File: src/rtl/sd_unmux2.sv
// sd_unmux2: reassembles two consecutive half-width tokens into one full token.
//
// The first accepted half is held. The second accepted half is combined with it
// into a registered output token. Halves are combined MSB-half/LSB-half
// (adj_bits=0) or bit-interleaved (adj_bits=1).
//
// Parameters
//   width    full output token width in bits (even, >= 2)
//   adj_bits 1 = interleave halves bitwise, 0 = first half in the MSBs
//
// Ports
//   clk     clock, rising edge
//   reset   synchronous, active-high reset
//   c_srdy  half-token valid from upstream
//   c_drdy  half-token accepted when c_srdy & c_drdy
//   c_data  half-token data, first half then second half
//   p_srdy  reassembled token valid (registered)
//   p_drdy  downstream ready; transfer on p_srdy & p_drdy
//   p_data  reassembled token (registered)
module sd_unmux2 #(
    parameter int unsigned width    = 8,
    parameter int unsigned adj_bits = 1
) (
    input  logic                 clk,
    input  logic                 reset,
    input  logic                 c_srdy,
    output logic                 c_drdy,
    input  logic [width/2-1:0]   c_data,
    output logic                 p_srdy,
    input  logic                 p_drdy,
    output logic [width-1:0]     p_data
);

    localparam int unsigned half_w = width / 2;

    localparam logic [0:0] s_first  = 1'b0;
    localparam logic [0:0] s_second = 1'b1;

    logic [0:0]        state;
    logic [0:0]        state_nxt;
    logic [half_w-1:0] hold;
    logic [half_w-1:0] hold_nxt;
    logic [width-1:0]  p_data_nxt;
    logic              p_srdy_nxt;
    logic [width-1:0]  combined;
    logic              accept;

    // Full token formed from the held first half and the incoming second half.
    if (adj_bits == 0) begin : g_split
        assign combined = {hold, c_data};
    end else begin : g_interleave
        for (genvar i = 0; i < int'(half_w); i++) begin : g_bit
            assign combined[2*i+1] = hold[i];
            assign combined[2*i]   = c_data[i];
        end
    end

    // Next-state, handshake and datapath decode.
    always_comb begin
        state_nxt  = state;
        hold_nxt   = hold;
        p_data_nxt = p_data;
        p_srdy_nxt = p_srdy;
        c_drdy     = 1'b1;
        accept     = 1'b0;

        // Only the second half needs room in the output register; the
        // first half goes into the hold register and is never blocked.
        if (state == s_second) begin
            c_drdy = !p_srdy || p_drdy;
        end
        accept = c_srdy && c_drdy;

        if (p_srdy && p_drdy) begin
            p_srdy_nxt = 1'b0;
        end

        case (state)
            s_first: begin
                if (accept) begin
                    hold_nxt  = c_data;
                    state_nxt = s_second;
                end
            end
            s_second: begin
                // A load on the same edge as a transfer keeps p_srdy high.
                if (accept) begin
                    p_data_nxt = combined;
                    p_srdy_nxt = 1'b1;
                    state_nxt  = s_first;
                end
            end
            default: begin
                state_nxt = s_first;
            end
        endcase
    end

    // State, hold and output registers.
    always_ff @(posedge clk) begin
        if (reset) begin
            state  <= s_first;
            hold   <= '0;
            p_data <= '0;
            p_srdy <= 1'b0;
        end else begin
            state  <= state_nxt;
            hold   <= hold_nxt;
            p_data <= p_data_nxt;
            p_srdy <= p_srdy_nxt;
        end
    end

endmodule

File: config.mk
export PLATFORM = sky130hd
export DESIGN_NAME = sd_unmux2
export DESIGN_NICKNAME = d
export VERILOG_FILES = /design/src/rtl/sd_unmux2.sv
export SDC_FILE = /design/constraint.sdc
export NUM_CORES = 1
export LEC_CHECK = 0
export ABC_AREA = 1
export BUFFER_PORTS_ARGS = -buffer_cell sky130_fd_sc_hd__buf_2
export CAP_MARGIN = 5
export CORE_MARGIN = 3
export CORE_UTILIZATION = 35
export CTS_BUF_LIST = sky130_fd_sc_hd__clkbuf_16
export DETAILED_ROUTE_END_ITERATION = 10
export PLACE_DENSITY = 0.65
export SYNTH_ARGS = -nofsm -noshare
export SYNTH_HDL_FRONTEND = slang
export SYNTH_SLANG_ARGS = --single-unit
File: constraint.sdc
create_clock -name clk -period 1.8 [get_ports clk]
set_input_delay 0.18 -clock clk [delete_from_list [all_inputs] [get_ports clk]]
set_output_delay 0.18 -clock clk [all_outputs]
set_load 0.005 [all_outputs]
* After elaboration in Yosys (flattened, before gate mapping)
Index checks and enable logic that the tools add are counted.
** Cells by class
- Multiplexer cells :: 7
- Bitwise operators :: 1
- Reduce and logical (&&, ||, !) cells :: 6
** Operators by type and width (number)
- $mux W1 :: 6
- $reduce_and A2 Y1 :: 2
- $logic_and A1 B1 Y1 :: 2
- $pmux W1 S2 :: 1
- $logic_not A1 Y1 :: 1
- $logic_or A1 B1 Y1 :: 1
- $not A1 Y1 :: 1
** Storage, ports and cells
- Flip-flop bits (word level) :: 14
- Input port bits :: 8
- Output and inout port bits :: 10

* Depth between registers and ports, before layout
Gate-level depths: netlist of the first run.
- Word-level depth :: 6
- Mapped depth :: 8
- Mapped depth without buffers :: 8

* Worst setup path after synthesis of the first run
OpenSTA, ideal clock, no wires.
- Path type :: flip-flop to flip-flop
- From :: register state
- To :: register p_data[0]
- Library setup time :: 0.116 ns
- Data arrival time :: 1.029 ns
- Required time :: 1.684 ns
- Path slack :: 0.655 ns
- Stages on the path, launching flop included :: 7
- Path buffers :: 0
- Period minus slack after synthesis :: 1.145 ns
- Path through :: dfxtp_1 nand3_1 nand2_1 inv_1 ha_1 o21ai_0 nor2_1
** On the way
- Word-level cells in the longest chain between the ends :: 3
** Ends and longest elaborated chain
- start, declared :: line 39 : logic [0:0] state;
- start signal, assigned :: line 102 : state <= s_first;
- start signal, assigned :: line 107 : state <= state_nxt;
- $mux W1 :: line 69 : if (state == s_second) begin
- named net c_drdy :: line 27 : output logic c_drdy,
- $logic_and A1 B1 Y1 :: line 72 : accept = c_srdy && c_drdy;
- $reduce_and A2 Y1 (no line)
- end signal, assigned :: line 109 : p_data <= p_data_nxt;
- end, declared :: line 31 : output logic [width-1:0] p_data
The timed path passes the listed nets, and every way through them passes these cells.
A chain may end at the register's enable or synchronous reset.

* Worst setup path after layout of the first run
- From :: register state
- To :: register p_data[4]
** On the way
- Word-level cells in the longest chain between the ends :: 3
** Ends and longest elaborated chain (line)
- $mux W1 :: 69
- $logic_and A1 B1 Y1 :: 72
- $reduce_and A2 Y1 (no line) (*)
Every way passes the cells marked *; elsewhere a longest branch is shown, timed or not.

==> impl_metrics.env, run 1 <==
export IMPL_status="finished, final reports clean"
export IMPL_crit_slowest_cell="dfxtp_1"
export IMPL_drive_above_1_share_pct=25.9
export IMPL_cts_resized_gates=0
export IMPL_clkTransAtPathRegs_ns=0.05
export IMPL_crit_arrival_ns=1.44
export IMPL_syn_area_um2=510
export IMPL_p_total_mw=0.846
export IMPL_relSlewSlack_pct=79.1
export IMPL_hp_class="in -> reg"
export IMPL_grt_util_all_layers_pct=12.3
export IMPL_yosysTopAreaCell="dfxtp_1"
export IMPL_tightestPinTransition_ns=0.314
export IMPL_nFillCells=140
export IMPL_final_util_pct=51.4
export IMPL_path_cells="nand3_1, nand2_1, inv_1, ha_1, inv_2, nor2_1, nor2_1"
export IMPL_drv_cap=0
export IMPL_ys_seq_elements=14
export IMPL_worstSetupStartpoint="state"
export IMPL_cts_buffers=3
export IMPL_r2r_cells=7
export IMPL_die_area_um2=1950
export IMPL_ys_types=11
export IMPL_drt_antenna_violating_nets=0
export IMPL_die_h_um=44.2
export IMPL_ys_seq_area_share_pct=54.9
export IMPL_rrSetupSlack_ns=0.50
export IMPL_fin_ws_ns=0.500
export IMPL_ys_warn_count=0
export IMPL_hold_buffers=0
export IMPL_nNetsFinal=96
export IMPL_whs_ns=0.138
export IMPL_placed_cell_area_um2=607
export IMPL_cts_tree="built"
export IMPL_cp_buffers_inverters=2
export IMPL_routed_wl_mm=1.09
export IMPL_core_area_um2=1330
export IMPL_power_density_nw_per_um2=1230
export IMPL_r2r_start="state"
export IMPL_path_depth=7
export IMPL_finalCriticalPeriod_ns=1.30
export IMPL_slew_violations=0
export IMPL_clock_fmax_ghz=0.769
export IMPL_synthMuxAreaShare_pct=0
export IMPL_start_kind="flip-flop"
export IMPL_async_flop_share_pct=0
export IMPL_clockBufferDepth=2
export IMPL_antenna_found_initial=0
export IMPL_synth_area_top_cells="dfxtp_1 55%, nor2_1 18%, o21ai_0 8.8%"
export IMPL_ctsHtreeMaxLevel=1
export IMPL_initialDrtViolationCount=5
export IMPL_final_area_um2=686
export IMPL_synth_top_family_by_area="simple AND/OR/NAND/NOR gates"
export IMPL_first_global_vias=399
export IMPL_synth_xor_xnor_area_share_pct=0
export IMPL_cp_max_fo=9
export IMPL_yosys_area_share_simple_pct=21.6
export IMPL_synth_edff_count=0
export IMPL_setup_violations=0
export IMPL_peakVddDrop_mv=0.802
export IMPL_cpMostUsedCell="nor2_1"
export IMPL_die_w_um=44.2
export IMPL_rows=13
export IMPL_synth_top_cell_area_share_pct=54.9
export IMPL_r2r_end="p_data[4]"
export IMPL_preCtsSetupSlack_ns=0.518
export IMPL_synth_ff_type="dfxtp_1"
export IMPL_initial_core_util_pct=38.3
export IMPL_drc=0
export IMPL_syn_nets=75
export IMPL_cts_setup_buffers=0
export IMPL_gp_congestion=0.698
export IMPL_synth_compound_area_share_pct=12.7
export IMPL_antenna_cells=0
export IMPL_clk_latency_ns=0.25
export IMPL_final_cells=100
export IMPL_critPathTopFamily="simple AND/OR/NAND/NOR gates"
export IMPL_vias=459
export IMPL_port_buffer_count=17
export IMPL_grt_pass1_wl_mm=1.70
export IMPL_first_pass_iters=4
export IMPL_synth_area_per_cell_um2=7.85
export IMPL_worstSetupEndpoint="p_data[4]"
export IMPL_path_class="reg -> reg"
export IMPL_cp_end_kind="flip-flop"
export IMPL_root_buffer="clkbuf_16"
export IMPL_clock_sinks=14
export IMPL_clock_skew_ns=0.00482
export IMPL_routedWlPerCell_um=10.9
export IMPL_viasPerCell=4.59
export IMPL_synth_common_cells="25 x nor2_1, 14 x dfxtp_1, 9 x o21ai_0, 4 x inv_1"
export IMPL_cpPeakStageDelay_ns=0.33
export IMPL_min_period_over_period_pct=72.2
export IMPL_cp_required_ns=1.94
export IMPL_syn2layout_area_growth_pct=34.3
export IMPL_rsz0062_at_grt="false"
export IMPL_dp_cells=96
export IMPL_ios=18
export IMPL_report_final_hold_viol_count=0
export IMPL_p_leak_nw=0.357
export IMPL_syn_inst=65
export IMPL_yosysMostFrequentCell="nor2_1"
export IMPL_grt_max_degree=13
export IMPL_place_hpwl_um=758
export IMPL_grt_overflow_total=0
export IMPL_setup_tns_ns=0
export IMPL_synthAdderAreaFrac_pct=4.90
-- cell type report --
cell class	instances	area (um2)	share of cell area, %
flip-flops and latches	14	280	40.9
multi-input cells	44	200	29.2
repair buffers	17	85.1	12.4
clock buffers	3	75.1	10.9
inverters	6	22.5	3.28
well taps	15	18.8	2.74
clock inverters	1	3.75	0.547
-- worst reg2reg max path: stages (launching register included) --
cell     delay, ns
dfxtp_1       0.33
nand3_1       0.11
nand2_1       0.06
inv_1         0.07
ha_1          0.33
inv_2         0.14
nor2_1        0.12
nor2_1        0.05
-- power by group --
group          internal, mW  switching, mW  total, mW
combinational        0.0326         0.0437     0.0763
sequential            0.337         0.0132      0.350
clock                 0.294          0.127      0.420
total                 0.663          0.184      0.846
-- cell families (layout without fill, tap and decap cells) --
| logic type | Yosys count | in the layout |
|---|---|---|
| compound gates | 13 | 13 |
| fa+ha+maj | 2 | 2 |
| buf+inv | 7 | 27 |
| flops | 14 | 14 |
| simple gates | 29 | 29 |
-- sequential cells by signal (all words and copies together), names as in the netlist --
| signal | count |
|---|---|
| hold | 4 |
| p_data | 8 |
| state | 1 |
| p_srdy | 1 |
-- cells in the final DEF, fill, tap and decap left out --
| master | synthesis | final |
|---|---|---|
| clkinv_1 | 0 | 1 |
| o21ai_0 | 9 | 9 |
| buf_2 | 0 | 17 |
| dfxtp_1 | 14 | 14 |
| nand2_1 | 3 | 3 |
| clkbuf_16 | 0 | 3 |
| nor2_1 | 25 | 25 |
| inv_1 | 4 | 4 |
| ha_1 | 2 | 2 |
| o21ai_1 | 3 | 3 |
| a21oi_1 | 1 | 1 |
| inv_2 | 2 | 2 |
| nand3_1 | 1 | 1 |
-- routing by layer --
metal | vias to the layer above | GRT usage [%] | share of wire (%)
met1 | 197 | 15.2 | 49
li1 | 243 | - | -
met4 | 0 | 5.42 | 0.92
met5 | - | 0 | 0
met2 | 16 | 17.2 | 41
met3 | 3 | 7.32 | 8.7
-- worst min path at each step --
stage | to | depth (start not counted) | start | slack, ns
after detailed placement | state | 2 | reset | 0.39
after CTS | state | 2 | reset | 0.13
after floorplan | state | 1 | reset | 0.25
final | state | 2 | reset | 0.14
after global routing | p_srdy | 2 | reset | 0.15
after global placement | state | 2 | reset | 0.38
(Power assumes the default switching activity.)
==> run 2: changes to the inputs <==
--- a/config.mk
+++ b/config.mk
@@ -12,7 +12,7 @@
 export CORE_UTILIZATION = 35
 export CTS_BUF_LIST = sky130_fd_sc_hd__clkbuf_16
 export DETAILED_ROUTE_END_ITERATION = 10
-export PLACE_DENSITY = 0.65
+export PLACE_DENSITY = 0.67
 export SYNTH_ARGS = -nofsm -noshare
 export SYNTH_HDL_FRONTEND = slang
 export SYNTH_SLANG_ARGS = --single-unit
==> constraint.sdc (replaced) <==
create_clock -name clk -period 1.1 [get_ports clk]
set_input_delay 0.11 -clock clk [delete_from_list [all_inputs] [get_ports clk]]
set_output_delay 0.11 -clock clk [all_outputs]
set_load 0.005 [all_outputs]
==> impl_metrics.env, run 2 (synthesis gave the netlist of run 1 again) <==
export IMPL_routedWlPerCell_um=11.2
export IMPL_setup_tns_ns=0
export IMPL_cts_buffers=3
export IMPL_crit_arrival_ns=1.22
export IMPL_slew_violations=0
export IMPL_root_buffer="clkbuf_16"
export IMPL_power_density_nw_per_um2=1920
export IMPL_initialDrtViolationCount=3
export IMPL_path_class="reg -> reg"
export IMPL_largest_reg_flops=8
export IMPL_final_cells=102
export IMPL_r2r_cells=7
export IMPL_ff_latch_area_um2=280
export IMPL_busiest_layer="met2"
export IMPL_initial_core_util_pct=38.3
export IMPL_cp_max_fo=9
export IMPL_die_w_um=44.2
export IMPL_core_area_um2=1330
export IMPL_clock_sinks=14
export IMPL_routed_wl_mm=1.14
export IMPL_cp_end_kind="flip-flop"
export IMPL_peakVddDrop_mv=0.910
export IMPL_place_hpwl_um=768
export IMPL_use_met3_pct=6.50
export IMPL_p_total_mw=1.42
export IMPL_antenna_cells=0
export IMPL_viasPerCell=4.72
export IMPL_finalCriticalPeriod_ns=1.09
export IMPL_relSlewSlack_pct=87.7
export IMPL_nFillCells=133
export IMPL_start_kind="flip-flop"
export IMPL_clock_skew_ns=0.00530
export IMPL_largest_register="p_data"
export IMPL_cts_tree="built"
export IMPL_met1_usage_pct=15.9
export IMPL_clock_fmax_ghz=0.915
export IMPL_port_buffer_count=17
export IMPL_hold_buffers=0
export IMPL_use_met2_pct=19.5
export IMPL_min_period_over_period_pct=99.4
export IMPL_largest_registers="p_data: 8 flops, hold: 4 flops"
export IMPL_setup_violations=0
export IMPL_die_area_um2=1950
export IMPL_gp_congestion=0.711
export IMPL_clkTransAtPathRegs_ns=0.04
export IMPL_antenna_found_initial=0
export IMPL_fin_ws_ns=0.00711
export IMPL_final_cell_mix="22 x nor2_1, 17 x buf_2, 14 x dfxtp_1, 8 x o21ai_1"
export IMPL_final_common_cell="nor2_1"
export IMPL_drv_cap=0
export IMPL_tightestPinTransition_ns=0.184
export IMPL_cp_required_ns=1.23
export IMPL_ios=18
export IMPL_p_leak_nw=0.367
export IMPL_clk_latency_ns=0.24
export IMPL_first_pass_iters=4
export IMPL_final_util_pct=55.6
export IMPL_grt_max_degree=13
export IMPL_preCtsSetupSlack_ns=-0.0571
export IMPL_grt_util_all_layers_pct=12.8
export IMPL_drive_above_1_share_pct=36.8
export IMPL_nNetsFinal=98
export IMPL_drt_antenna_violating_nets=0
export IMPL_clockBufferDepth=2
export IMPL_dp_cells=98
export IMPL_report_final_hold_viol_count=0
export IMPL_syn2layout_area_growth_pct=45.3
export IMPL_first_global_vias=441
export IMPL_rows=13
export IMPL_grt_pass1_wl_mm=1.81
export IMPL_die_h_um=44.2
export IMPL_vias=481
export IMPL_ctsHtreeMaxLevel=1
export IMPL_hp_class="in -> reg"
export IMPL_holdPathStages=2
export IMPL_status="finished, final reports clean"
export IMPL_drc=0
export IMPL_multiInputGateArea_um2=236
export IMPL_grt_overflow_total=0
export IMPL_rsz0062_at_grt="true"
run 2: cell types whose count changed in the layout (fill, tap and decap cells not counted), sizes merged:
cell | before | now
buf | 17 | 19
run 2: path summary, 6_finish.rpt:
check                           startpoint         to  slack [ns]
worst min register to register   p_data[7]  p_data[7]        0.49
worst max-delay path                 state  p_data[2]       0.007
worst max register to register       state  p_data[2]       0.007
worst min-delay path                 reset      state        0.06
run 2: cell type report:
class                           instances  share of cell area, %
Tap cell                               15                   2.53
Timing Repair Buffer                   19                   13.5
Inverter                                6                   3.71
Sequential cell                        14                   37.8
Multi-Input combinational cell         44                   31.9
Clock inverter                          1                  0.506
Clock buffer                            3                   10.1
run 2: timing repair:
action	CTS	global route
buffers inserted	0	0
gates resized for setup	5	12
endpoints found under the setup margin	12	12
hold endpoints to repair	0	0
run 2: critical path: stages (launching register included):
cell and delay, ns:
dfxtp_1 0.30, nand3_1 0.09, nand2_1 0.07, inv_2 0.10, ha_4 0.20, inv_4 0.07, nor2_1 0.10, nor2_1 0.06
run 2: report_power, final:
| part | leakage (nW) | switching (mW) | internal [mW] | total, mW |
|---|---|---|---|---|
| sequential | 0.115 | 0.0206 | 0.551 | 0.571 |
| combinational | 0.214 | 0.0917 | 0.0765 | 0.168 |
| clock | 0.0385 | 0.202 | 0.480 | 0.682 |
| total | 0.367 | 0.315 | 1.11 | 1.42 |
run 2: metal layers:
layer | part of all wire [%] | routed length, um
met1 | 48 | 548
met2 | 43 | 494
met3 | 8.0 | 91
met4 | 0.79 | 9
met5 | 0 | 0
run 2: stage by stage:
| stage | hold slack [ns] | cell area, um2 |
|---|---|---|
| 6_report | 0.0608 | 742 |
| 5_1_grt | 0.0771 | 742 |
| 4_1_cts | 0.0573 | 726 |
| 3_5_place_dp | 0.312 | 624 |
| 3_3_place_gp | 0.310 | 624 |
| 2_1_floorplan | 0.177 | 513 |
